[config.mk]
export PLATFORM = sky130hd
export DESIGN_NAME = rgmii_idelay_tap_ctrl
export DESIGN_NICKNAME = d
export VERILOG_FILES = /design/src/rtl/rgmii_idelay_tap_ctrl.sv
export SDC_FILE = /design/constraint.sdc
export NUM_CORES = 1
export LEC_CHECK = 0
export BUFFER_PORTS_ARGS = -buffer_cell sky130_fd_sc_hd__buf_2
export CELL_PAD_IN_SITES_DETAIL_PLACEMENT = 1
export CELL_PAD_IN_SITES_GLOBAL_PLACEMENT = 1
export CORE_AREA = 2 2 153 80
export CTS_CLUSTER_DIAMETER = 40
export CTS_CLUSTER_SIZE = 25
export DETAILED_ROUTE_END_ITERATION = 8
export DIE_AREA = 0 0 155 82
export GPL_TIMING_DRIVEN = 0
export HOLD_SLACK_MARGIN = 0.02
export PLACE_DENSITY = 0.62
export SKIP_CTS_REPAIR_TIMING = 1
export SLEW_MARGIN = 40
export SYNTH_ARGS = -nofsm -noshare
export SYNTH_HDL_FRONTEND = slang
export SYNTH_SLANG_ARGS = --single-unit
[constraint.sdc]
create_clock -name delay_clk -period 4.1 [get_ports delay_clk]
set_input_delay 0.615 -clock delay_clk [delete_from_list [all_inputs] [get_ports delay_clk]]
set_output_delay 0.615 -clock delay_clk [all_outputs]
set_load 0.03 [all_outputs]
[src/rtl/rgmii_idelay_tap_ctrl.sv]
// Runtime tap controller for a bank of VAR_LOAD IDELAYE2 lanes (RGMII RXD/RCTL/RXCLK).
// Define IDELAY_TAP_VERIFY_EN to compare CNTVALUEOUT against the shadow tap after each load.
module rgmii_idelay_tap_ctrl #(
    parameter int CHANNELS   = 6,
    parameter int TAP_W      = 5,
    parameter int DATA_TAP   = 25,
    parameter int CLK_TAP    = 0,
    parameter int CLK_CHAN   = 5,
    parameter int SETTLE_CYC = 4,
    localparam int CH_W      = (CHANNELS > 1) ? $clog2(CHANNELS) : 1
) (
    input  logic                      delay_clk,
    input  logic                      delay_rst,
    input  logic                      rdy_in,
    input  logic                      cfg_valid,
    output logic                      cfg_ready,
    input  logic [1:0]                cfg_op,
    input  logic [CH_W-1:0]           cfg_chan,
    input  logic [TAP_W-1:0]          cfg_tap,
    output logic [CHANNELS*TAP_W-1:0] idelay_cntvaluein,
    output logic [CHANNELS-1:0]       idelay_ld,
    input  logic [CHANNELS*TAP_W-1:0] idelay_cntvalueout,
    output logic                      rd_valid,
    output logic [TAP_W-1:0]          rd_tap,
    output logic                      init_done,
    output logic                      busy,
    output logic                      err,
    output logic [1:0]                err_code,
    output logic [CH_W-1:0]           err_chan
);

    localparam int SC_W = (SETTLE_CYC > 1) ? $clog2(SETTLE_CYC) : 1;

    localparam logic [1:0] OP_SET  = 2'b00;
    localparam logic [1:0] OP_INC  = 2'b01;
    localparam logic [1:0] OP_READ = 2'b11;

    typedef enum logic [2:0] {WAIT_RDY, INIT, IDLE, LOAD, SETTLE, VERIFY} state_t;

    state_t           state, next_state;
    logic             rdy_p0, rdy_p1, rdy_p2;
    logic [TAP_W-1:0] shadow [CHANNELS];
    logic [CH_W-1:0]  lane;
    logic [SC_W-1:0]  settle_cnt;
    logic             in_init;
    logic             accept, chan_ok, settle_last, last_lane, rdy_lost, lane_done;
    state_t           after_lane;

    function automatic logic [TAP_W-1:0] sat_inc(input logic [TAP_W-1:0] t);
        return (t == {TAP_W{1'b1}}) ? t : t + TAP_W'(1);
    endfunction

    function automatic logic [TAP_W-1:0] sat_dec(input logic [TAP_W-1:0] t);
        return (t == '0) ? t : t - TAP_W'(1);
    endfunction

    function automatic logic [TAP_W-1:0] default_tap(input int k);
        return (k == CLK_CHAN) ? TAP_W'(CLK_TAP) : TAP_W'(DATA_TAP);
    endfunction

    for (genvar k = 0; k < CHANNELS; k++) begin : g_lane
        assign idelay_cntvaluein[k*TAP_W +: TAP_W] = shadow[k];
    end

`ifdef IDELAY_TAP_VERIFY_EN
    logic [TAP_W-1:0] tap_out [CHANNELS];
    for (genvar k = 0; k < CHANNELS; k++) begin : g_readback
        assign tap_out[k] = idelay_cntvalueout[k*TAP_W +: TAP_W];
    end
`else
    logic unused_cntvalueout;
    assign unused_cntvalueout = ^idelay_cntvalueout;
`endif

    // Stage p0..p2: RDY synchroniser plus one history flop for the two-cycle qualification
    always_ff @(posedge delay_clk) begin
        if (delay_rst) begin
            rdy_p0 <= 1'b0;
            rdy_p1 <= 1'b0;
            rdy_p2 <= 1'b0;
        end else begin
            rdy_p0 <= rdy_in;
            rdy_p1 <= rdy_p0;
            rdy_p2 <= rdy_p1;
        end
    end

    assign accept      = cfg_valid && (state == IDLE);
    assign chan_ok     = int'(cfg_chan) < CHANNELS;
    assign settle_last = (settle_cnt == SC_W'(SETTLE_CYC - 1));
    assign last_lane   = (lane == CH_W'(CHANNELS - 1));
    assign rdy_lost    = (state != WAIT_RDY) && !rdy_p1;
    assign after_lane  = (in_init && !last_lane) ? INIT : IDLE;
`ifdef IDELAY_TAP_VERIFY_EN
    assign lane_done   = (state == VERIFY) && !rdy_lost;
`else
    assign lane_done   = (state == SETTLE) && settle_last && !rdy_lost;
`endif

    always_ff @(posedge delay_clk) begin
        if (delay_rst) state <= WAIT_RDY;
        else           state <= next_state;
    end

    always_comb begin
        next_state = state;
        cfg_ready  = 1'b0;
        busy       = 1'b1;
        idelay_ld  = '0;
        case (state)
            WAIT_RDY: if (rdy_p1 && rdy_p2) next_state = INIT;
            INIT:     next_state = LOAD;
            IDLE: begin
                cfg_ready = 1'b1;
                busy      = 1'b0;
                if (accept && chan_ok && cfg_op != OP_READ) next_state = LOAD;
            end
            LOAD: begin
                idelay_ld  = CHANNELS'(1) << lane;
                next_state = SETTLE;
            end
`ifdef IDELAY_TAP_VERIFY_EN
            SETTLE:   if (settle_last) next_state = VERIFY;
            VERIFY:   next_state = after_lane;
`else
            SETTLE:   if (settle_last) next_state = after_lane;
`endif
            default:  next_state = WAIT_RDY;
        endcase
        // Losing RDY aborts whatever is in flight, including a LOAD strobe this cycle
        if (rdy_lost) begin
            next_state = WAIT_RDY;
            idelay_ld  = '0;
        end
    end

    always_ff @(posedge delay_clk) begin
        if (delay_rst) begin
            for (int k = 0; k < CHANNELS; k++) shadow[k] <= default_tap(k);
            lane       <= '0;
            settle_cnt <= '0;
            in_init    <= 1'b0;
            init_done  <= 1'b0;
            rd_valid   <= 1'b0;
            err        <= 1'b0;
            err_code   <= 2'b00;
            err_chan   <= '0;
        end else begin
            rd_valid   <= 1'b0;
            settle_cnt <= (state == SETTLE) ? settle_cnt + SC_W'(1) : '0;
            if (state == WAIT_RDY && next_state == INIT) begin
                lane    <= '0;
                in_init <= 1'b1;
            end
            if (accept) begin
                if (!chan_ok) begin
                    if (!err) begin
                        err      <= 1'b1;
                        err_code <= 2'b01;
                        err_chan <= cfg_chan;
                    end
                end else if (cfg_op == OP_READ) begin
                    rd_valid <= 1'b1;
                end else begin
                    lane <= cfg_chan;
                    case (cfg_op)
                        OP_SET:  shadow[cfg_chan] <= cfg_tap;
                        OP_INC:  shadow[cfg_chan] <= sat_inc(shadow[cfg_chan]);
                        default: shadow[cfg_chan] <= sat_dec(shadow[cfg_chan]);
                    endcase
                end
            end
`ifdef IDELAY_TAP_VERIFY_EN
            if (lane_done && tap_out[lane] != shadow[lane] && !err) begin
                err      <= 1'b1;
                err_code <= 2'b10;
                err_chan <= lane;
            end
`endif
            if (lane_done && in_init) begin
                if (last_lane) begin
                    init_done <= 1'b1;
                    in_init   <= 1'b0;
                end else begin
                    lane <= lane + CH_W'(1);
                end
            end
            if (rdy_lost) init_done <= 1'b0;
        end
    end

    always_ff @(posedge delay_clk) begin
        if (accept && chan_ok && cfg_op == OP_READ) rd_tap <= shadow[cfg_chan];
    end

endmodule

==> results.md <==
- Slew headroom: 50.3%
- Post-route ant nets: 0
- Warnings from Yosys: 0
- Slew @ Worst Pin: 0.746 ns
- Core area: between 10,000 and 15,000 sq um
- Status: finished clean
- Detailed placement HPWL: slightly below 8 mm
- Hold WS: between 0.4 and 0.5 ns
- Share of cells above drive strength 1: about a quarter
- Largest net degree at the start of global routing: 14
- Starting Density: between 20 and 30%
- Clk sinks: 64
- Mapped Area: between 3000 and 4000 sq um
- Pwr Density: approximately 390 nW/um^2
- Hold Violations, Final: 0
- Wire length on met3: between 600 and 700 microns
- Core Rows: 28
- First-pass GRT wire length: about 15 mm
- Iteration-0 DRC Markers: between 100 and 150
- Clock power frac: between 40% and 50%
- CTS Root Cell: clkbuf_16
- Sequential area share after synthesis: a little over half
- CP arrival: ~3.7 ns
- H-Tree Level Count: 3
- Reg power frac: between 40% and 50%
- Setup Viol. Count Final: 0
- Routed vias: around 2,600
- Sequential standard cell area: ~1700 sq um
- Vias in the first global route: roughly 2,600
- # IOs: 95
- Final net count: between 400 and 500
- Die width: 155 microns
- RSZ-0062 raised after global routing: no
- Hold WC Path Type: reg -> reg
- Sw frac: between 20 and 25%
- WL per Instance: ~19 microns
- Die height: 82 microns
- Clk Latency, worst-skew pair: around 0.34 ns
- Crit path launch type: input port
- Routed met2 length: roughly 3.7 mm
- Switch Pwr: approximately 400 uW
- Initial antenna violation count: 0
- Yosys cell types: between 50 and 60
- Final worst path period need: 3.68 ns
- Clock Pin Slew Worst Setup and Hold Paths: approximately 0.060 ns
- Fmax achieved: approximately 0.27 GHz
- CTS max path bufs: 2
- Area occupied by multi-input gates: 1470 sq um
- Worst-path maximum fanout: 10
- Commonest non-fill, non-tap cell in the layout: buf_2
- Post-synth EDFFs: 45
- Comb power frac: slightly below 8%
- Commonest non-fill, non-tap cells in the layout: 64 x buf_2, 45 x edfxtp_1, 26 x nor2_1
- Worst EP required: between 4 and 5 ns
- ANT cells: 0
- Worst setup EP type: register
- Final max-slew violation count: 0
- Crit share post-route: between 80 and 90%
- Gr usage total: between 15 and 20%
- Routed WL: roughly 9.9 mm
- Drt drc: 0
- GP Congestion: about 0.85
- Inserted Clock Buffers: 9
- Async SR Flop Fraction: 0%
- Internal: 1.22 mW
- Avg Cell Area, Syn: roughly 11 sq um
- M1 WL: 5.40 mm
- Crit path kind: in -> reg
- Vias/cell: between 4 and 5
- Layout fillers: 1,295
- DR top layer: met4
- Maximum vdd drop: about 0.15 mV
- Maximum capacitance violations: 0
- Setup TNS: 0 ns
- Die area: around 13,000 sq um
- Main synth FF type: edfxtp_1
- Synthesized netlist cell count: 294
- Port Buffers: between 60 and 70
- Final Skew: roughly 0.0049 ns
- Seq cells post-synth: 64
- Grt ovf: 0
- Clock tree from TritonCTS: built
- Area Growth Syn to Fin: 26.2%
- 1st-pass router iterations: 5
- Leakage: 1.55 nW
-- synthesized netlist by cell type, types with 3 or more instances --
cell type   n  area, sq um
mux4_1      5          131
and2_1      4         25.0
a21oi_1    19         95.1
or3_1       3         18.8
o21ai_0    16         80.1
nand2_1    19         71.3
nor3b_1     4         30.0
nand2b_1    7         43.8
clkbuf_1   10         37.5
mux2i_1     7         70.1
nor2_1     26         97.6
nor2b_1     5         31.3
ha_1        8          100
o211ai_1    3         22.5
inv_1      10         37.5
a221oi_1    4         35.0
edfxtp_1   45         1350
nor3_1     15         75.1
or2_2       4         25.0
and3_1      9         56.3
o22a_1      3         26.3
mux4_2      3         67.6
nand3_1    10         50.1
dfxtp_1    19          380
-- cell families (layout without fill, tap and decap cells) --
| logic type | Yosys count | count (layout) | share of synthesized area (%) |
|---|---|---|---|
| buffers and inverters | 26 | 104 | 3.65 |
| other | 1 | 11 | 0.115 |
| flip-flops | 64 | 64 | 53.1 |
| multiplexers | 18 | 18 | 9.40 |
| adder cells (fa/ha/maj) | 8 | 8 | 3.07 |
| AO/OA/AOI/OAI | 64 | 64 | 12.8 |
| XOR/XNOR | 2 | 2 | 0.538 |
| AND/OR/NAND/NOR | 111 | 111 | 17.3 |
-- flip-flops by register name (all words and copies together), names as in the netlist --
signal,count
err_code,1
in_init,1
lane,3
shadow,40
rd_valid,1
err_chan,3
rdy_p2,1
rdy_p1,1
rdy_p0,1
rd_tap,5
init_done,1
state,3
err,1
settle_cnt,2
-- power groups by stage --
stage	clock network [mW]	registers (mW)	logic [mW]
6_report	0.786	0.705	0.128
5_1_grt	0.831	0.706	0.140
4_1_cts	0.799	0.705	0.127
3_5_place_dp	0	0.719	0.127
3_3_place_gp	0	0.719	0.124
2_1_floorplan	0	0.728	0.0738
-- critical path, stage by stage --
cell	delay (ns)
buf_2	0.09
buf_2	0.28
clkbuf_1	0.47
mux4_1	0.42
mux2_2	0.39
inv_1	0.09
ha_1	0.16
inv_1	0.09
nor3_1	0.26
nand2_1	0.15
o211ai_1	0.53
nand2_1	0.18
-- cell type report --
type	count	area share, %
well taps	150	4.56
inverters	11	1.00
plain buffers	15	1.89
repair buffers	62	7.54
flip-flops and latches	64	42.1
clock buffers	9	5.47
multi-input cells	214	35.6
clock inverters	7	1.82
-- through the flow --
step	area (sq um)	power [mW]	setup slack, ns	cells	utilization, %
global placement	3790	0.843	0.147	516	33.1
detailed placement	3800	0.846	0.140	516	33.2
global route	4110	1.68	0.207	532	35.9
CTS	4110	1.63	0.480	532	35.8
finish	4110	1.62	0.424	532	35.9
floorplan	3300	0.801	1.06	304	-
-- layer usage --
metal	up-vias	global-route usage (%)
met5	-	0
met4	0	5.28
met3	9	5.91
met2	70	22.1
met1	1302	25.0
li1	1260	-
-- worst paths after layout --
path	from	end	slack, ns	cells after the start
worst max register to register	shadow[5][1]	shadow[6][1]	0.99	9
worst max-delay path	cfg_chan[1]	shadow[6][1]	0.42	12
worst min register to register	settle_cnt[0]	settle_cnt[0]	0.43	1
worst min-delay path	settle_cnt[0]	settle_cnt[0]	0.43	1
Note: power is estimated with default switching activity, not from simulation.
